[config.mk]
export PLATFORM = sky130hd
export DESIGN_NAME = sram_word_ctrl
export DESIGN_NICKNAME = d
export VERILOG_FILES = /design/src/rtl/sram_ctrl_pkg.sv /design/src/rtl/sram_be_scan.sv /design/src/rtl/sram_word_ctrl.sv
export SDC_FILE = /design/constraint.sdc
export NUM_CORES = 1
export LEC_CHECK = 0
export BUFFER_PORTS_ARGS = -buffer_cell sky130_fd_sc_hd__clkbuf_2
export CORE_MARGIN = 2
export CORE_UTILIZATION = 57
export DETAILED_ROUTE_END_ITERATION = 16
export PLACE_DENSITY = 0.92
export SLEW_MARGIN = 10
export SYNTH_ARGS = -nofsm -noshare
export SYNTH_HDL_FRONTEND = slang
export SYNTH_SLANG_ARGS = --single-unit
[constraint.sdc]
create_clock -name clk -period 5.22 [get_ports clk]
set_input_delay 0.783 -clock clk [delete_from_list [all_inputs] [get_ports clk]]
set_output_delay 0.783 -clock clk [all_outputs]
set_load 0.1 [all_outputs]
[src/rtl/sram_ctrl_pkg.sv]
// ============================================================================
// Module  : sram_ctrl_pkg
// Brief   : Shared types and constants for the SRAM word controller.
// Revision: 1.0
// ============================================================================
`default_nettype none

package sram_ctrl_pkg;

  typedef enum logic [2:0] {
    IDLE     = 3'd0,
    WR       = 3'd1,
    RD_ISSUE = 3'd2,
    RD_WAIT  = 3'd3,
    RESP     = 3'd4
  } state_t;

  localparam int WORD_BYTES = 4;
  localparam int BYTE_IDX_W = 2;
  localparam int WAIT_CNT_W = 3;

endpackage

`default_nettype wire

[src/rtl/sram_be_scan.sv]
// ============================================================================
// Module  : sram_be_scan
// Brief   : Finds the lowest set byte-enable strictly above cur_idx (-1 = any).
// Revision: 1.0
// ============================================================================
`default_nettype none

module sram_be_scan
  import sram_ctrl_pkg::*;
(
  input  logic [WORD_BYTES-1:0]       be,
  input  logic signed [BYTE_IDX_W:0]  cur_idx,
  output logic [BYTE_IDX_W-1:0]       next_idx,
  output logic                        found
);

  // Descending scan so the lowest qualifying bit is the one left standing.
  always_comb begin
    next_idx = '0;
    found    = 1'b0;
    for (int i = WORD_BYTES - 1; i >= 0; i--) begin
      if (be[i] && (i > int'(cur_idx))) begin
        next_idx = BYTE_IDX_W'(i);
        found    = 1'b1;
      end
    end
  end

endmodule

`default_nettype wire

[src/rtl/sram_word_ctrl.sv]
// ============================================================================
// Module  : sram_word_ctrl
// Brief   : Serialises 32-bit word requests into byte-wide SRAM accesses.
// Revision: 1.0
// ============================================================================
`default_nettype none

module sram_word_ctrl
  import sram_ctrl_pkg::*;
#(
  parameter int READ_WAIT = 2,
  parameter int ADDR_W    = 9
) (
  input  logic              clk,
  input  logic              rst,
  input  logic              req_valid,
  output logic              req_ready,
  input  logic              req_we,
  input  logic [ADDR_W-3:0] req_addr,
  input  logic [31:0]       req_wdata,
  input  logic [3:0]        req_be,
  output logic              resp_valid,
  input  logic              resp_ready,
  output logic [31:0]       resp_rdata,
  output logic [ADDR_W-1:0] sram_addr,
  output logic [7:0]        sram_din,
  output logic              sram_wen,
  output logic              sram_sense_en,
  input  logic [7:0]        sram_dout
);

  state_t                    r_state;
  logic [BYTE_IDX_W-1:0]     r_byte_idx;
  logic [WAIT_CNT_W-1:0]     r_cnt;
  logic [ADDR_W-3:0]         r_addr;
  logic [31:0]               r_wdata;
  logic [3:0]                r_be;
  logic [31:0]               r_rdata;

  logic [BYTE_IDX_W-1:0]     w_first_idx;
  logic                      w_first_found;
  logic [BYTE_IDX_W-1:0]     w_next_idx;
  logic                      w_next_found;
  logic signed [BYTE_IDX_W:0] w_cur_idx;
  logic [BYTE_IDX_W-1:0]     w_idx_inc;
  logic [31:0]               w_rdata_cap;

  assign w_cur_idx = {1'b0, r_byte_idx};
  assign w_idx_inc = r_byte_idx + 1'b1;

  sram_be_scan u_scan_first (
    .be       (req_be),
    .cur_idx  ('1),
    .next_idx (w_first_idx),
    .found    (w_first_found)
  );

  sram_be_scan u_scan_next (
    .be       (r_be),
    .cur_idx  (w_cur_idx),
    .next_idx (w_next_idx),
    .found    (w_next_found)
  );

  always_comb begin
    w_rdata_cap = r_rdata;
    w_rdata_cap[{r_byte_idx, 3'b000} +: 8] = sram_dout;
  end

  // Strobes default low each cycle; each transition re-asserts what the next state needs.
  always_ff @(posedge clk or posedge rst) begin
    if (rst) begin
      r_state       <= IDLE;
      req_ready     <= 1'b0;
      resp_valid    <= 1'b0;
      resp_rdata    <= '0;
      sram_addr     <= '0;
      sram_din      <= '0;
      sram_wen      <= 1'b0;
      sram_sense_en <= 1'b0;
      r_byte_idx    <= '0;
      r_cnt         <= '0;
      r_addr        <= '0;
      r_wdata       <= '0;
      r_be          <= '0;
      r_rdata       <= '0;
    end else begin
      sram_wen      <= 1'b0;
      sram_sense_en <= 1'b0;
      case (r_state)
        IDLE: begin
          req_ready <= 1'b1;
          if (req_valid && req_ready) begin
            req_ready <= 1'b0;
            r_addr    <= req_addr;
            r_wdata   <= req_wdata;
            r_be      <= req_be;
            r_rdata   <= '0;
            if (!req_we) begin
              r_state       <= RD_ISSUE;
              r_byte_idx    <= '0;
              sram_sense_en <= 1'b1;
              sram_addr     <= {req_addr, {BYTE_IDX_W{1'b0}}};
            end else if (w_first_found) begin
              r_state    <= WR;
              r_byte_idx <= w_first_idx;
              sram_wen   <= 1'b1;
              sram_addr  <= {req_addr, w_first_idx};
              sram_din   <= req_wdata[{w_first_idx, 3'b000} +: 8];
            end else begin
              r_state    <= RESP;
              resp_valid <= 1'b1;
              resp_rdata <= '0;
            end
          end
        end
        WR: begin
          if (w_next_found) begin
            r_byte_idx <= w_next_idx;
            sram_wen   <= 1'b1;
            sram_addr  <= {r_addr, w_next_idx};
            sram_din   <= r_wdata[{w_next_idx, 3'b000} +: 8];
          end else begin
            r_state    <= RESP;
            resp_valid <= 1'b1;
            resp_rdata <= '0;
          end
        end
        RD_ISSUE: begin
          r_state <= RD_WAIT;
          r_cnt   <= WAIT_CNT_W'(READ_WAIT - 1);
        end
        RD_WAIT: begin
          if (r_cnt == '0) begin
            r_rdata <= w_rdata_cap;
            if (r_byte_idx == BYTE_IDX_W'(WORD_BYTES - 1)) begin
              r_state    <= RESP;
              resp_valid <= 1'b1;
              resp_rdata <= w_rdata_cap;
            end else begin
              r_state       <= RD_ISSUE;
              r_byte_idx    <= w_idx_inc;
              sram_sense_en <= 1'b1;
              sram_addr     <= {r_addr, w_idx_inc};
            end
          end else begin
            r_cnt <= r_cnt - 1'b1;
          end
        end
        RESP: begin
          if (resp_ready) begin
            resp_valid <= 1'b0;
            req_ready  <= 1'b1;
            r_state    <= IDLE;
          end
        end
        default: r_state <= IDLE;
      endcase
    end
  end

endmodule

`default_nettype wire

Word-level counts from Yosys, hierarchy flattened
Index checks and enable logic that the tools add are counted.

Bits in registers: 136. Output and inout port bits: 53. Logic and storage cells: 141.

$add $sub $neg: 3. Order comparisons: 4. Equal/unequal tests: 17. Shift-type cells: 4. Mux-type cells: 77. Reductions and logical operators: 22.

Operators by type and width (count): $mux 32 (8); $pmux 32 s3 (1); $pmux 32 s2 (1); $shiftx 32x6->8 (2); $mux 9 (6); $bwmux 32 (1); $mux 8 (4); $shift 8x7->32 const A (1); $shiftx 8x7->32 (1); $mux 2 (14); $pmux 9 s3 (1); $mux 1 (25); $mux 3 (8); $ne 2x2->1 const B (9); $pmux 8 s2 (1); $pmux 3 s5 (1); $reduce_and 8->1 (1); $reduce_bool 2->1 (4); $neg 5->7 (1); $reduce_and 7->1 (1); $eq 3x2->1 const B (2); $logic_not 3->1 (2); $pmux 1 s2 (3); $pmux 2 s3 (1); 19 further kinds (28).

Logic depth before layout (Yosys ltp)
Gate-level depths: netlist (run 1).

Depth after elaboration: 9. Gate-level depth with buffers: 10. Mapped depth without buffers: 8.

By module
Synthesis (run 1) repeated with hierarchy kept, for this count alone.

Cell total of the unflattened synthesis: 548. Area total of the unflattened synthesis: 6693.9 um^2.

By module, submodules not included: sram_word_ctrl (instances 1, cells an instance 518, area an instance 6498.7 um^2, seq. area each 3353.2 um^2); sram_be_scan (instances 2, cells an instance 15, area an instance 97.6 um^2, seq. area each 0.0 um^2).

Worst setup path after synthesis (run 1)
OpenSTA, ideal clock, no wires.

Path kind: register to register. Start: reg, netlist name sram_addr[0]. End: reg resp_rdata[0]. Library setup time: 126 ps. Arrival time: 3030 ps. Data required time: 5094 ps. Slack: 2064 ps. Cell stages (with the launch flop): 11. Clock period less this slack: 3156 ps. Cells stage by stage: dfrtp_1 -> inv_1 -> ha_1 -> and2_1 -> buf_2 -> o31ai_4 -> o211ai_2 -> o21ba_4 -> buf_8 -> buf_12 -> mux2_4.

RTL lines: end signal: assignment (line sram_word_ctrl.sv:139) `resp_rdata <= w_rdata_cap;`; end: declaration (line sram_word_ctrl.sv:24) `output logic [31:0] resp_rdata,`.

==> report_table.html, run 1 <==
<table>
<tr><th>Metric</th><th>Value</th></tr>
<tr><th colspan="2">Cells and area</th></tr>
<tr><td>Post-layout net count</td><td>741</td></tr>
<tr><td>Signed area change from the synthesized netlist to the final layout</td><td>17.2%</td></tr>
<tr><td># diodes</td><td>0</td></tr>
<tr><td>Fraction of final layout cells sized beyond drive strength 1</td><td>about a third</td></tr>
<tr><th colspan="2">Setup path</th></tr>
<tr><td>Worst flop-to-flop path endpoint</td><td>resp_rdata[31]</td></tr>
<tr><td>Type of origin of the critical path</td><td>flop</td></tr>
<tr><td>Critical Path Source</td><td>sram_addr[0]</td></tr>
<tr><td>Ordered list of cells on the worst path</td><td>inv_1 &gt; ha_1 &gt; and2_1 &gt; o31ai_4 &gt; o211ai_2 &gt; o21ba_4 &gt; mux2_2</td></tr>
<tr><td>Crit end category</td><td>flop</td></tr>
<tr><td>R2r setup slk</td><td>between 2 and 2.5 ns</td></tr>
<tr><td>Setup CP Type</td><td>flop to flop</td></tr>
<tr><td>Required time at the worst-slack endpoint</td><td>5.52 ns</td></tr>
<tr><td>Worst setup path end</td><td>resp_rdata[31]</td></tr>
<tr><td>Worst path arrival time</td><td>3.43 ns</td></tr>
<tr><td>Top fanout value on the critical path</td><td>34</td></tr>
<tr><td>Max stage delay cell, worst path</td><td>sky130_fd_sc_hd__o21ba_4</td></tr>
<tr><td>Reg-to-reg critical path startpoint</td><td>sram_addr[0]</td></tr>
<tr><td>Stage delay of the slowest cell on the critical path</td><td>0.68 ns</td></tr>
<tr><td>Cell depth of the worst flop-to-flop path</td><td>7</td></tr>
<tr><th colspan="2">STA</th></tr>
<tr><td>Endpoints failing setup</td><td>0</td></tr>
<tr><td>Worst hold margin</td><td>a little under 0.5 ns</td></tr>
<tr><td>Max-slew violation total from the final report</td><td>0</td></tr>
<tr><td>Slew @ Worst Pin</td><td>~1.2 ns</td></tr>
<tr><td>Achievable clock frequency</td><td>320 MHz</td></tr>
<tr><td>Headroom to the max-slew limit</td><td>approximately 18%</td></tr>
<tr><td>Final period util</td><td>between 50% and 60%</td></tr>
<tr><td>Post-route setup TNS</td><td>0 ns</td></tr>
<tr><td>RSZ-0062 raised after global routing</td><td>no</td></tr>
<tr><td>Clock skew after layout</td><td>~0.009 ns</td></tr>
<tr><td>Hold violation total from the final report</td><td>0</td></tr>
<tr><td>Time the worst path needs with I/O delays and setup</td><td>around 3.1 ns</td></tr>
<tr><th colspan="2">Global routing</th></tr>
<tr><td>GR Overflow Total</td><td>0</td></tr>
<tr><td>Antenna violations before repair</td><td>0</td></tr>
<tr><td>Maximum number of pins on one net before global-route repair</td><td>85</td></tr>
<tr><td>Aggregate global-route resource usage</td><td>27.1%</td></tr>
<tr><td>First-pass GRT wire length</td><td>26.7 mm</td></tr>
<tr><td>Number of global-route vias before repair</td><td>5188</td></tr>
<tr><th colspan="2">Floorplanning</th></tr>
<tr><td>CORE AREA</td><td>11400 µm²</td></tr>
<tr><td>DIE WIDTH</td><td>~110 µm</td></tr>
<tr><td>Die height</td><td>112 µm</td></tr>
<tr><td>DIE AREA</td><td>12500 µm²</td></tr>
<tr><td>Cell row count</td><td>39</td></tr>
<tr><td>Num ports</td><td>109</td></tr>
<tr><td>Initial core utilization</td><td>58.4%</td></tr>
<tr><th colspan="2">Clocking</th></tr>
<tr><td>Number of buffers created by CTS</td><td>17</td></tr>
<tr><td>Root buffer cell</td><td>sky130_fd_sc_hd__clkbuf_16</td></tr>
<tr><td>H-tree depth reported by CTS</td><td>4</td></tr>
<tr><td>CTS tree</td><td>yes</td></tr>
<tr><td>CTS max path bufs</td><td>2</td></tr>
<tr><td>Clock Sinks</td><td>~130</td></tr>
<tr><td>Post-CTS Setup Bufs</td><td>0</td></tr>
<tr><td>Hold-fix buffers, CTS</td><td>0</td></tr>
<tr><td>Post-CTS resize count</td><td>0</td></tr>
<tr><td>Clk slew on worst S/H paths</td><td>0.06 ns</td></tr>
<tr><td>Worst-Skew Late Latency</td><td>0.42 ns</td></tr>
<tr><th colspan="2">Hold path</th></tr>
<tr><td>Worst hold path type</td><td>flop to flop</td></tr>
<tr><th colspan="2">Yosys</th></tr>
<tr><td>Top FF cell, synth</td><td>sky130_fd_sc_hd__dfrtp_1</td></tr>
<tr><td>Synth area leaders</td><td>sky130_fd_sc_hd__dfrtp_1 (50%), sky130_fd_sc_hd__mux2_2 (8.0%), sky130_fd_sc_hd__mux2_4 (6.3%)</td></tr>
<tr><td>Post-synth top area cell</td><td>sky130_fd_sc_hd__dfrtp_1</td></tr>
<tr><td>Count of mapped cells out of synthesis</td><td>578</td></tr>
<tr><td>Fraction of synthesized cell area taken by the top area cell type</td><td>50.1%</td></tr>
<tr><td>Mapped Area</td><td>roughly 6600 µm²</td></tr>
<tr><td>Top cells by count, synth</td><td>sky130_fd_sc_hd__dfrtp_1 (133), sky130_fd_sc_hd__mux2_2 (47), sky130_fd_sc_hd__a21oi_1 (43), sky130_fd_sc_hd__nor2_1 (43), sky130_fd_sc_hd__nor2b_1 (40)</td></tr>
<tr><td>Number of library cell types mapped by synthesis</td><td>a little under 60</td></tr>
<tr><td>Number of enable-type register cells in the synthesized netlist</td><td>0</td></tr>
<tr><td>Count leader, synth</td><td>sky130_fd_sc_hd__dfrtp_1</td></tr>
<tr><td>Yosys warning total</td><td>0</td></tr>
<tr><td>Syn Area/Cell</td><td>11.5 µm²</td></tr>
<tr><td>Count of state elements after synthesis</td><td>approximately 130</td></tr>
<tr><td>Net count of the mapped netlist</td><td>roughly 640</td></tr>
<tr><td>Post-synthesis async set-or-reset flop share</td><td>100%</td></tr>
<tr><td>Post-synthesis sequential area ratio</td><td>50.1%</td></tr>
<tr><th colspan="2">Run</th></tr>
<tr><td>Max_cap viols</td><td>0</td></tr>
<tr><th colspan="2">Routing</th></tr>
<tr><td>Remaining antenna violation count</td><td>0</td></tr>
<tr><td>Average wire per standard cell</td><td>19.8 µm</td></tr>
<tr><td>Ratio of routed vias to standard cells</td><td>6.24</td></tr>
<tr><td>Sum of routed wire length over all layers</td><td>16.4 mm</td></tr>
<tr><td>Router iterations before antenna repair</td><td>5</td></tr>
<tr><td>Drt first-iter violations</td><td>439</td></tr>
<tr><td>Remaining routing DRC violations</td><td>0</td></tr>
<tr><td>Via count</td><td>5182</td></tr>
<tr><th colspan="2">Power and ir drop</th></tr>
<tr><td>Total Power</td><td>between 4 and 5 mW</td></tr>
<tr><td>Internal power summed over all cells</td><td>around 2.7 mW</td></tr>
<tr><td>Power share of the combinational group</td><td>between 40% and 50%</td></tr>
<tr><td>Maximum vdd drop</td><td>0.432 mV</td></tr>
<tr><td>Sw power</td><td>2.24 mW</td></tr>
<tr><td>Power per cell area</td><td>634 nW/µm²</td></tr>
<tr><td>Clock group share of total power</td><td>24.0%</td></tr>
<tr><td>Proportion of total power due to net switching</td><td>roughly 45%</td></tr>
<tr><td>Leakage dissipation</td><td>3.62 nW</td></tr>
<tr><td>Share of power burned in registers</td><td>31.4%</td></tr>
<tr><th colspan="2">Place</th></tr>
<tr><td>Placer Congestion</td><td>0.876</td></tr>
<tr><td># port buffers</td><td>108</td></tr>
<tr><td>Placed wire-length estimate after detailed placement</td><td>~11 mm</td></tr>
<tr><th colspan="2">Status</th></tr>
<tr><td>Status</td><td>completed</td></tr>
</table>
final cells by class:
cell class                 count  area, µm²
clock buffer                  20        457
inverter                      10       40.0
clock inverter                11        128
sequential                   133       3330
fill                         769       3590
tap                          143        179
timing repair buffer         112        571
multi-input combinational    402       3080
power by group through the flow:
stage / sequential [mW] / combinational (mW) / clock [mW]
4_1_cts: 1.54 / 2.19 / 1.19
3_5_place_dp: 1.54 / 2.18 / 0
2_1_floorplan: 2.15 / 1.18 / 0
6_report: 1.55 / 2.20 / 1.18
3_3_place_gp: 1.52 / 2.10 / 0
5_1_grt: 1.57 / 2.32 / 1.24
per-layer routing:
metal | up-vias | track usage, % | part of all wire, %
met5 | - | 0 | 0
met4 | 0 | 12.3 | 2.3
met1 | 2554 | 36.1 | 41
li1 | 2287 | - | -
met2 | 304 | 42.0 | 48
met3 | 37 | 6.91 | 8.2
cells in the final DEF (no fill, tap or decap), types with 7 or more instances in the layout:
cell type,count
sky130_fd_sc_hd__dfrtp_1,133
sky130_fd_sc_hd__clkbuf_2,108
sky130_fd_sc_hd__mux2_2,47
sky130_fd_sc_hd__nor2_1,43
sky130_fd_sc_hd__a21oi_1,43
sky130_fd_sc_hd__nor2b_1,40
sky130_fd_sc_hd__a22o_1,34
sky130_fd_sc_hd__o21ai_0,30
sky130_fd_sc_hd__nand2_1,29
sky130_fd_sc_hd__mux2_4,28
sky130_fd_sc_hd__clkbuf_16,17
sky130_fd_sc_hd__nand2b_1,13
sky130_fd_sc_hd__ha_1,9
sky130_fd_sc_hd__inv_1,8
sky130_fd_sc_hd__mux2i_1,7
sky130_fd_sc_hd__nor3_1,7
sky130_fd_sc_hd__o221ai_1,7
flip-flops by register name (all words and copies together), names as in the netlist, 3 cells and up:
name and count:
resp_rdata 32, r_cnt 3, sram_din 8, r_wdata 32
r_rdata 32, sram_addr 9, r_state 3, r_be 3
r_addr 7
per-stage QoR:
stage          utilization [%]  worst slack [ns]  instance area, µm²  instances
2_1_floorplan                -             0.883                6640        578
3_3_place_gp              63.3              2.21                7190        800
3_5_place_dp              63.3              2.14                7190        800
4_1_cts                   68.4              2.11                7780        831
5_1_grt                   68.4              1.93                7780        831
6_report                  68.4              2.10                7780        831
critical path: cells and delay by family (launching register included):
kind,cells,cell delay [ns]
simple gates,1,0.36
mux,1,0.42
fa+ha+maj,1,0.39
compound gates,3,1.13
buf+inv,1,0.20
flops,1,0.49
worst min path at each step:
| stage | start | to | slack, ns | depth (start not counted) |
|---|---|---|---|---|
| CTS | r_addr[6] | r_addr[6] | 0.49 | 1 |
| global placement | r_addr[6] | r_addr[6] | 0.47 | 1 |
| floorplan | r_addr[6] | r_addr[6] | 0.46 | 1 |
| detailed placement | r_rdata[19] | r_rdata[19] | 0.47 | 1 |
| finish | r_addr[6] | r_addr[6] | 0.49 | 1 |
| global route | r_rdata[24] | r_rdata[24] | 0.51 | 1 |
cell families after synthesis:
group	Yosys count	synth area share, %
adders and majority gates	9	1.70
buffers and inverters	43	3.51
muxes	87	16.2
DFF	133	50.1
and+or+nand+nor	159	13.0
AOI/OAI and AO/OA	147	15.4
(Power assumes the default switching activity.)
==> inputs of run 2 (changes only) <==
Settings changed: CORE_UTILIZATION 57 to 51, PLACE_DENSITY 0.92 to 0.87.
Clock period 5.22 ns to 2.6 ns, I/O delays scaled along.
==> run 2 against run 1 <==
Compared with the run above: sequential share of layout area decreased by 1.3 points; non-clock buffer count up 18; critical path type unchanged; maximum frequency increased by 29%; utilization decreased by 5.1 points; critical path depth is 1 higher; via count grew 2.0%; die area rose by 11%; first-iteration DRC count rose by 39%; largest power group unchanged; cell count increased by 5.8%; wire length grew 2.9%; setup slack got worse by 1.9 ns.
==> report_table.html, run 2 (same netlist as run 1, synthesis figures left out) <==
<table>
<tr><th>Metric</th><th>Value</th></tr>
<tr><th colspan="2">Place</th></tr>
<tr><td>Placer Congestion</td><td>roughly 0.84</td></tr>
<tr><td>Area after DPL</td><td>approximately 7400 µm²</td></tr>
<tr><td>Placed wire-length estimate after detailed placement</td><td>around 11 mm</td></tr>
<tr><td># port buffers</td><td>108</td></tr>
<tr><th colspan="2">Clocking</th></tr>
<tr><td>CTS tree</td><td>yes</td></tr>
<tr><td>Number of buffers created by CTS</td><td>17</td></tr>
<tr><td>H-tree depth reported by CTS</td><td>4</td></tr>
<tr><td>Clk slew on worst S/H paths</td><td>0.06 ns</td></tr>
<tr><td>Hold-fix buffers, CTS</td><td>0</td></tr>
<tr><td>Worst-Skew Late Latency</td><td>0.42 ns</td></tr>
<tr><td>Post-CTS Setup Bufs</td><td>0</td></tr>
<tr><td>Clock Sinks</td><td>roughly 130</td></tr>
<tr><td>Root buffer cell</td><td>sky130_fd_sc_hd__clkbuf_16</td></tr>
<tr><td>Post-CTS resize count</td><td>0</td></tr>
<tr><td>CTS max path bufs</td><td>2</td></tr>
<tr><th colspan="2">Power and ir drop</th></tr>
<tr><td>Internal power summed over all cells</td><td>roughly 5.7 mW</td></tr>
<tr><td>Maximum vdd drop</td><td>1.27 mV</td></tr>
<tr><td>Clock group share of total power</td><td>24.0%</td></tr>
<tr><td>Sw power</td><td>4.56 mW</td></tr>
<tr><td>Leakage dissipation</td><td>about 3.7 nW</td></tr>
<tr><td>Power per cell area</td><td>1280 nW/µm²</td></tr>
<tr><td>Power share of the combinational group</td><td>between 40% and 50%</td></tr>
<tr><td>Share of power burned in registers</td><td>29.9%</td></tr>
<tr><td>Proportion of total power due to net switching</td><td>between 40% and 50%</td></tr>
<tr><th colspan="2">Setup path</th></tr>
<tr><td>Top fanout value on the critical path</td><td>16</td></tr>
<tr><td>Crit end category</td><td>flop</td></tr>
<tr><td>Type of origin of the critical path</td><td>flop</td></tr>
<tr><td>Worst path arrival time</td><td>2.73 ns</td></tr>
<tr><td>Worst flop-to-flop path endpoint</td><td>resp_rdata[21]</td></tr>
<tr><td>Cell depth of the worst flop-to-flop path</td><td>8</td></tr>
<tr><td>Stage delay of the slowest cell on the critical path</td><td>0.47 ns</td></tr>
<tr><td>Reg-to-reg critical path startpoint</td><td>sram_addr[1]</td></tr>
<tr><td>Max stage delay cell, worst path</td><td>sky130_fd_sc_hd__dfrtp_2</td></tr>
<tr><td>R2r setup slk</td><td>roughly 0.17 ns</td></tr>
<tr><td>Ordered list of cells on the worst path</td><td>inv_2 &gt; ha_4 &gt; and2_4 &gt; o31ai_4 &gt; o211ai_2 &gt; o21ba_4 &gt; buf_4 &gt; mux2_2</td></tr>
<tr><td>Setup CP Type</td><td>flop to flop</td></tr>
<tr><td>Required time at the worst-slack endpoint</td><td>2.91 ns</td></tr>
<tr><th colspan="2">Global routing</th></tr>
<tr><td>GR Overflow Total</td><td>0</td></tr>
<tr><td>Number of global-route vias before repair</td><td>about 5.4k</td></tr>
<tr><td>Maximum number of pins on one net before global-route repair</td><td>134</td></tr>
<tr><td>Antenna violations before repair</td><td>0</td></tr>
<tr><td>Aggregate global-route resource usage</td><td>25.1%</td></tr>
<tr><td>First-pass GRT wire length</td><td>27.7 mm</td></tr>
<tr><th colspan="2">Floorplanning</th></tr>
<tr><td>Die height</td><td>118 µm</td></tr>
<tr><td>Cell row count</td><td>41</td></tr>
<tr><td>Initial core utilization</td><td>52.4%</td></tr>
<tr><td>Num ports</td><td>109</td></tr>
<tr><td>DIE AREA</td><td>around 14000 µm²</td></tr>
<tr><td>DIE WIDTH</td><td>~120 µm</td></tr>
<tr><td>CORE AREA</td><td>12700 µm²</td></tr>
<tr><th colspan="2">Cells and area</th></tr>
<tr><td>Signed area change from the synthesized netlist to the final layout</td><td>20.8%</td></tr>
<tr><td>Post-layout net count</td><td>759</td></tr>
<tr><td>Most frequent standard cell in the layout excluding fill and tap cells</td><td>sky130_fd_sc_hd__dfrtp_1</td></tr>
<tr><td>Final design instance area without fill</td><td>8020 µm²</td></tr>
<tr><td>Highest-count cells in the layout ignoring fill and taps</td><td>sky130_fd_sc_hd__dfrtp_1 (131), sky130_fd_sc_hd__clkbuf_2 (108), sky130_fd_sc_hd__mux2_2 (47)</td></tr>
<tr><td># diodes</td><td>0</td></tr>
<tr><td>Final core area utilization</td><td>between 60% and 70%</td></tr>
<tr><td>Registers with the most flip-flops</td><td>r_rdata: 32 flops, r_wdata: 32 flops, resp_rdata: 32 flops</td></tr>
<tr><td>Fraction of final layout cells sized beyond drive strength 1</td><td>36.5%</td></tr>
<tr><th colspan="2">STA</th></tr>
<tr><td>Achievable clock frequency</td><td>412 MHz</td></tr>
<tr><td>Endpoints failing setup</td><td>0</td></tr>
<tr><td>Hold violation total from the final report</td><td>0</td></tr>
<tr><td>RSZ-0062 raised after global routing</td><td>no</td></tr>
<tr><td>Max-slew violation total from the final report</td><td>0</td></tr>
<tr><td>Headroom to the max-slew limit</td><td>48.5%</td></tr>
<tr><td>Final period util</td><td>93.4%</td></tr>
<tr><td>Time the worst path needs with I/O delays and setup</td><td>~2.4 ns</td></tr>
<tr><td>Slew @ Worst Pin</td><td>roughly 0.77 ns</td></tr>
<tr><td>Post-route setup TNS</td><td>0 ns</td></tr>
<tr><td>Clock skew after layout</td><td>0.00626 ns</td></tr>
<tr><th colspan="2">Routing</th></tr>
<tr><td>Remaining routing DRC violations</td><td>0</td></tr>
<tr><td>Drt first-iter violations</td><td>between 600 and 700</td></tr>
<tr><td>Router iterations before antenna repair</td><td>6</td></tr>
<tr><td>Ratio of routed vias to standard cells</td><td>6.01</td></tr>
<tr><td>Average wire per standard cell</td><td>19.2 µm</td></tr>
<tr><td>Remaining antenna violation count</td><td>0</td></tr>
<tr><td>Sum of routed wire length over all layers</td><td>16.9 mm</td></tr>
<tr><td>Via count</td><td>~5.3k</td></tr>
<tr><th colspan="2">Status</th></tr>
<tr><td>Status</td><td>completed</td></tr>
<tr><th colspan="2">Hold path</th></tr>
<tr><td>Worst hold path type</td><td>input port to asynchronous set/reset pin</td></tr>
<tr><th colspan="2">Run</th></tr>
<tr><td>Max_cap viols</td><td>0</td></tr>
</table>
run 2: changes by cell type in the layout (fill, tap and decap cells not counted):
cell / before / now
sky130_fd_sc_hd__and2_1: 1 / 0
sky130_fd_sc_hd__and2_4: 0 / 1
sky130_fd_sc_hd__buf_12: 0 / 2
sky130_fd_sc_hd__buf_4: 4 / 20
sky130_fd_sc_hd__bufinv_16: 2 / 3
sky130_fd_sc_hd__clkinv_2: 2 / 4
sky130_fd_sc_hd__clkinvlp_4: 3 / 2
sky130_fd_sc_hd__dfrtp_1: 133 / 131
sky130_fd_sc_hd__dfrtp_2: 0 / 2
sky130_fd_sc_hd__ha_1: 9 / 8
sky130_fd_sc_hd__ha_4: 0 / 1
sky130_fd_sc_hd__inv_1: 8 / 6
sky130_fd_sc_hd__inv_2: 1 / 2
run 2: worst max-delay path: cells and delay by family, from the launching register on:
kind                       cells  cell delay (ns)
AOI/OAI and AO/OA              3             0.67
adders and majority gates      1             0.22
buffers and inverters          2             0.37
DFF                            1             0.47
muxes                          1             0.38
and+or+nand+nor                1             0.21
run 2: how the worst max path moves through the flow:
stage / startpoint / end / slack, ns / depth (start not counted)
after floorplan: sram_addr[1] / resp_rdata[0] / 0.005 / 10
after global placement: sram_addr[0] / resp_rdata[21] / 0.28 / 8
after detailed placement: sram_addr[0] / resp_rdata[21] / 0.20 / 8
after CTS: sram_addr[0] / resp_rdata[21] / 0.17 / 8
after global routing: r_cnt[0] / resp_rdata[21] / 0.05 / 9
final: sram_addr[1] / resp_rdata[21] / 0.17 / 8
run 2: area by class of cell:
| type | count | area [µm²] |
|---|---|---|
| Timing Repair Buffer | 130 | 731 |
| Clock buffer | 20 | 457 |
| Tap cell | 172 | 215 |
| Fill cell | 964 | 4650 |
| Clock inverter | 12 | 153 |
| Multi-Input combinational cell | 402 | 3090 |
| Inverter | 10 | 43.8 |
| Sequential cell | 133 | 3330 |
run 2: per-stage QoR:
stage | std cells | setup slack (ns) | hold slack (ns) | total power, mW
3_3_place_gp | 847 | 0.275 | 0.462 | 7.53
4_1_cts | 879 | 0.169 | 0.204 | 10.2
3_5_place_dp | 847 | 0.202 | 0.468 | 7.73
6_report | 879 | 0.171 | 0.151 | 10.2
2_1_floorplan | 578 | 0.00468 | 0.457 | 6.74
5_1_grt | 879 | 0.0498 | 0.211 | 10.7
run 2: power groups by stage:
| stage | Combinational (mW) | Clock [mW] | Sequential, mW |
|---|---|---|---|
| final | 4.72 | 2.46 | 3.07 |
| after CTS | 4.68 | 2.49 | 3.05 |
| after global placement | 4.51 | 0 | 3.02 |
| after detailed placement | 4.65 | 0 | 3.08 |
| after global routing | 4.98 | 2.58 | 3.13 |
| after floorplan | 2.41 | 0 | 4.32 |
run 2: per-layer routing:
metal / wire [µm] / up-vias / track usage [%] / part of all wire, %
met1: 6890 / 2632 / 31.3 / 41
met4: 583 / 0 / 13.1 / 3.4
li1: - / 2338 / - / -
met5: 0 / - / 0 / 0
met2: 8160 / 262 / 39.7 / 48
met3: 1290 / 52 / 6.88 / 7.6
==> inputs of run 3 (changes only) <==
Settings changed: SYNTH_HIERARCHICAL set to 1.
==> run 3 against run 2 <==
Compared with the run above: count of clock-buffer cells in the layout increased by 3; cell count is 2.2% lower; global-route usage down 1.0 points; clock power shrank 3%; combinational power increased by 6.6%; highest routed layer unchanged.
==> report_table.html, run 3 <==
<table>
<tr><th>Metric</th><th>Value</th></tr>
<tr><th colspan="2">Clocking</th></tr>
<tr><td>Clk slew on worst S/H paths</td><td>roughly 0.060 ns</td></tr>
<tr><td>H-tree depth reported by CTS</td><td>4</td></tr>
<tr><td>Post-CTS Setup Bufs</td><td>0</td></tr>
<tr><td>Root buffer cell</td><td>sky130_fd_sc_hd__clkbuf_16</td></tr>
<tr><td>CTS tree</td><td>yes</td></tr>
<tr><td>Hold-fix buffers, CTS</td><td>0</td></tr>
<tr><td>CTS max path bufs</td><td>2</td></tr>
<tr><td>Clock Sinks</td><td>134</td></tr>
<tr><td>Worst-Skew Late Latency</td><td>0.42 ns</td></tr>
<tr><td>Number of buffers created by CTS</td><td>17</td></tr>
<tr><th colspan="2">Yosys</th></tr>
<tr><td>Fraction of synthesized cell area taken by the top area cell type</td><td>50.1%</td></tr>
<tr><td>Synth area leaders</td><td>sky130_fd_sc_hd__dfrtp_1 (50%), sky130_fd_sc_hd__mux2_2 (16%), sky130_fd_sc_hd__mux4_2 (5.4%)</td></tr>
<tr><td>Number of enable-type register cells in the synthesized netlist</td><td>0</td></tr>
<tr><td>Number of library cell types mapped by synthesis</td><td>50</td></tr>
<tr><td>Yosys warning total</td><td>6</td></tr>
<tr><td>Syn Area/Cell</td><td>12.2 µm²</td></tr>
<tr><td>Count of state elements after synthesis</td><td>between 100 and 150</td></tr>
<tr><td>Count of mapped cells out of synthesis</td><td>548</td></tr>
<tr><td>Top cells by count, synth</td><td>sky130_fd_sc_hd__dfrtp_1 (134), sky130_fd_sc_hd__mux2_2 (94), sky130_fd_sc_hd__a22o_1 (33), sky130_fd_sc_hd__a21oi_1 (30)</td></tr>
<tr><td>Count leader, synth</td><td>sky130_fd_sc_hd__dfrtp_1</td></tr>
<tr><td>Post-synth top area cell</td><td>sky130_fd_sc_hd__dfrtp_1</td></tr>
<tr><td>Post-synthesis sequential area ratio</td><td>50.1%</td></tr>
<tr><td>Top FF cell, synth</td><td>sky130_fd_sc_hd__dfrtp_1</td></tr>
<tr><td>Mapped Area</td><td>6690 µm²</td></tr>
<tr><td>Post-synthesis async set-or-reset flop share</td><td>100%</td></tr>
<tr><th colspan="2">Global routing</th></tr>
<tr><td>First-pass GRT wire length</td><td>26.6 mm</td></tr>
<tr><td>Aggregate global-route resource usage</td><td>24.0%</td></tr>
<tr><td>Antenna violations before repair</td><td>0</td></tr>
<tr><td>Number of global-route vias before repair</td><td>about 5.4k</td></tr>
<tr><td>Maximum number of pins on one net before global-route repair</td><td>44</td></tr>
<tr><td>Most Crowded Layer GR</td><td>met2</td></tr>
<tr><td>Met2 track demand over resource</td><td>40.6%</td></tr>
<tr><td>GR Overflow Total</td><td>0</td></tr>
<tr><td>Met1 usage in global routing</td><td>28.4%</td></tr>
<tr><td>Met3 global-route usage</td><td>~7%</td></tr>
<tr><th colspan="2">Routing</th></tr>
<tr><td>Via count</td><td>a little over 5k</td></tr>
<tr><td>Ratio of routed vias to standard cells</td><td>5.89</td></tr>
<tr><td>Sum of routed wire length over all layers</td><td>roughly 16 mm</td></tr>
<tr><td>Remaining routing DRC violations</td><td>0</td></tr>
<tr><td>Router iterations before antenna repair</td><td>6</td></tr>
<tr><td>Average wire per standard cell</td><td>~19 µm</td></tr>
<tr><td>Drt first-iter violations</td><td>approximately 500</td></tr>
<tr><td>Remaining antenna violation count</td><td>0</td></tr>
<tr><th colspan="2">Setup path</th></tr>
<tr><td>Required time at the worst-slack endpoint</td><td>2.90 ns</td></tr>
<tr><td>Type of origin of the critical path</td><td>flop</td></tr>
<tr><td>Worst path arrival time</td><td>2.70 ns</td></tr>
<tr><td>R2r setup slk</td><td>0.20 ns</td></tr>
<tr><td>Setup CP Type</td><td>flop to flop</td></tr>
<tr><td>Crit end category</td><td>flop</td></tr>
<tr><td>Top fanout value on the critical path</td><td>33</td></tr>
<tr><th colspan="2">STA</th></tr>
<tr><td>Hold violation total from the final report</td><td>0</td></tr>
<tr><td>Slew @ Worst Pin</td><td>about 0.8 ns</td></tr>
<tr><td>Time the worst path needs with I/O delays and setup</td><td>2.40 ns</td></tr>
<tr><td>Final period util</td><td>92.4%</td></tr>
<tr><td>RSZ-0062 raised after global routing</td><td>no</td></tr>
<tr><td>Headroom to the max-slew limit</td><td>46.7%</td></tr>
<tr><td>Final worst-path setup slack</td><td>about 0.20 ns</td></tr>
<tr><td>Max-slew violation total from the final report</td><td>0</td></tr>
<tr><td>Clock skew after layout</td><td>0.00940 ns</td></tr>
<tr><td>Achievable clock frequency</td><td>416 MHz</td></tr>
<tr><td>Endpoints failing setup</td><td>0</td></tr>
<tr><th colspan="2">Power and ir drop</th></tr>
<tr><td>Power per cell area</td><td>1290 nW/µm²</td></tr>
<tr><td>Power share of the combinational group</td><td>a little under half</td></tr>
<tr><td>Share of power burned in registers</td><td>29.4%</td></tr>
<tr><td>Proportion of total power due to net switching</td><td>between 40 and 50%</td></tr>
<tr><td>Sw power</td><td>4.47 mW</td></tr>
<tr><td>Leakage dissipation</td><td>about 3.8 nW</td></tr>
<tr><td>Maximum vdd drop</td><td>between 1 and 1.5 mV</td></tr>
<tr><td>Clock group share of total power</td><td>between 20% and 30%</td></tr>
<tr><td>Internal power summed over all cells</td><td>6.05 mW</td></tr>
<tr><th colspan="2">Floorplanning</th></tr>
<tr><td>Initial core utilization</td><td>52.6%</td></tr>
<tr><td>Cell row count</td><td>41</td></tr>
<tr><td>DIE AREA</td><td>~14000 µm²</td></tr>
<tr><td>CORE AREA</td><td>approximately 13000 µm²</td></tr>
<tr><td>Die height</td><td>119 µm</td></tr>
<tr><td>DIE WIDTH</td><td>119 µm</td></tr>
<tr><td>Num ports</td><td>109</td></tr>
<tr><th colspan="2">Status</th></tr>
<tr><td>Status</td><td>completed</td></tr>
<tr><th colspan="2">Cells and area</th></tr>
<tr><td>Final core area utilization</td><td>64.1%</td></tr>
<tr><td>Storage element area</td><td>around 3400 µm²</td></tr>
<tr><td>Fraction of final layout cells sized beyond drive strength 1</td><td>41.9%</td></tr>
<tr><td>Registers with the most flip-flops</td><td>r_rdata: 32 flops, r_wdata: 32 flops, resp_rdata: 32 flops</td></tr>
<tr><td>Signed area change from the synthesized netlist to the final layout</td><td>21.8%</td></tr>
<tr><td>Highest-count cells in the layout ignoring fill and taps</td><td>sky130_fd_sc_hd__dfrtp_1 (132), sky130_fd_sc_hd__clkbuf_2 (108), sky130_fd_sc_hd__mux2_2 (94)</td></tr>
<tr><td>Fill cells</td><td>a little under 1k</td></tr>
<tr><td>Post-layout net count</td><td>740</td></tr>
<tr><td># diodes</td><td>0</td></tr>
<tr><td>Combined area of the multi-input logic cells</td><td>3180 µm²</td></tr>
<tr><td>Most frequent standard cell in the layout excluding fill and tap cells</td><td>sky130_fd_sc_hd__dfrtp_1</td></tr>
<tr><th colspan="2">Place</th></tr>
<tr><td>Place WS</td><td>0.152 ns</td></tr>
<tr><td># port buffers</td><td>approximately 110</td></tr>
<tr><td>Placer Congestion</td><td>~0.87</td></tr>
<tr><td>Placed wire-length estimate after detailed placement</td><td>around 11 mm</td></tr>
<tr><th colspan="2">Hold path</th></tr>
<tr><td>Worst hold path type</td><td>input port to asynchronous set/reset pin</td></tr>
<tr><th colspan="2">Run</th></tr>
<tr><td>Max_cap viols</td><td>0</td></tr>
</table>
run 3: changes by cell type after synthesis, sizes merged, moves of 8 or more:
| cell | before | now |
|---|---|---|
| nor2b | 40 | 28 |
| nor3 | 9 | 0 |
| a21oi | 43 | 31 |
| mux4 | 0 | 16 |
| nor2 | 43 | 24 |
| o21ai | 30 | 13 |
| nand3 | 4 | 12 |
| mux2 | 80 | 99 |
run 3: worst paths after layout:
path                               start            end  cells past startpoint
max reg2reg                     r_cnt[0]  resp_rdata[0]                      8
min                                  rst    r_wdata[25]                      2
max in group asynchronous            rst    r_rdata[31]                      3
min in group clk           req_wdata[26]    r_wdata[26]                      2
min reg2reg                  r_rdata[22]    r_rdata[22]                      1
max                             r_cnt[0]  resp_rdata[0]                      8
run 3: layer usage:
layer	routed length, µm	vias to the layer above
met5	0	-
met4	479	0
met3	1090	42
met2	8180	225
met1	6390	2548
li1	-	2247
run 3: kinds of logic after synthesis:
group                    Yosys count  synth area share, %
flip-flops                       134                 50.1
AND/OR/NAND/NOR                  130                 10.7
multiplexers                     119                 22.6
AO/OA/AOI/OAI                    105                 11.7
buffers and inverters             50                 3.27
adder cells (fa/ha/maj)            8                 1.50
other                              2                0.112
run 3: timing repair:
item                                   4_1_cts  5_1_grt
endpoints found under the hold margin        0        0
setup endpoints to repair                    0       30
gates resized for setup                      0        1
run 3: critical path, cell delays in order (launching register included):
cell and delay (ns):
sky130_fd_sc_hd__dfrtp_1 0.40, sky130_fd_sc_hd__inv_1 0.09, sky130_fd_sc_hd__ha_1 0.15, sky130_fd_sc_hd__ha_2 0.25, sky130_fd_sc_hd__nor2b_1 0.11, sky130_fd_sc_hd__a221o_1 0.44, sky130_fd_sc_hd__nor3b_4 0.24, sky130_fd_sc_hd__buf_12 0.25
sky130_fd_sc_hd__mux2_2 0.36
run 3: power groups by stage:
stage	Combinational, mW	Clock, mW	Sequential (mW)
2_1_floorplan	2.74	0	4.25
3_3_place_gp	4.81	0	3.05
3_5_place_dp	4.96	0	3.11
4_1_cts	5.03	2.42	3.09
5_1_grt	5.33	2.51	3.17
6_report	5.03	2.39	3.09
run 3: area by class of cell:
type,instances,share of cell area (%)
Clock inverter,8,1.20
Clock buffer,23,5.99
Tap cell,172,2.64
Timing Repair Buffer,131,9.21
Inverter,15,0.752
Sequential cell,134,41.2
Multi-Input combinational cell,377,39.0
run 3: through the flow:
stage	power, mW	TNS [ns]	hold slack (ns)	area [µm²]	std cells
final	10.5	0	0.0683	8150	860
after CTS	10.5	0	0.0770	8150	860
after global routing	11.0	0	0.116	8150	860
after floorplan	6.99	-0.0787	0.458	6760	561
after detailed placement	8.07	0	0.474	7560	829
after global placement	7.85	0	0.466	7560	829
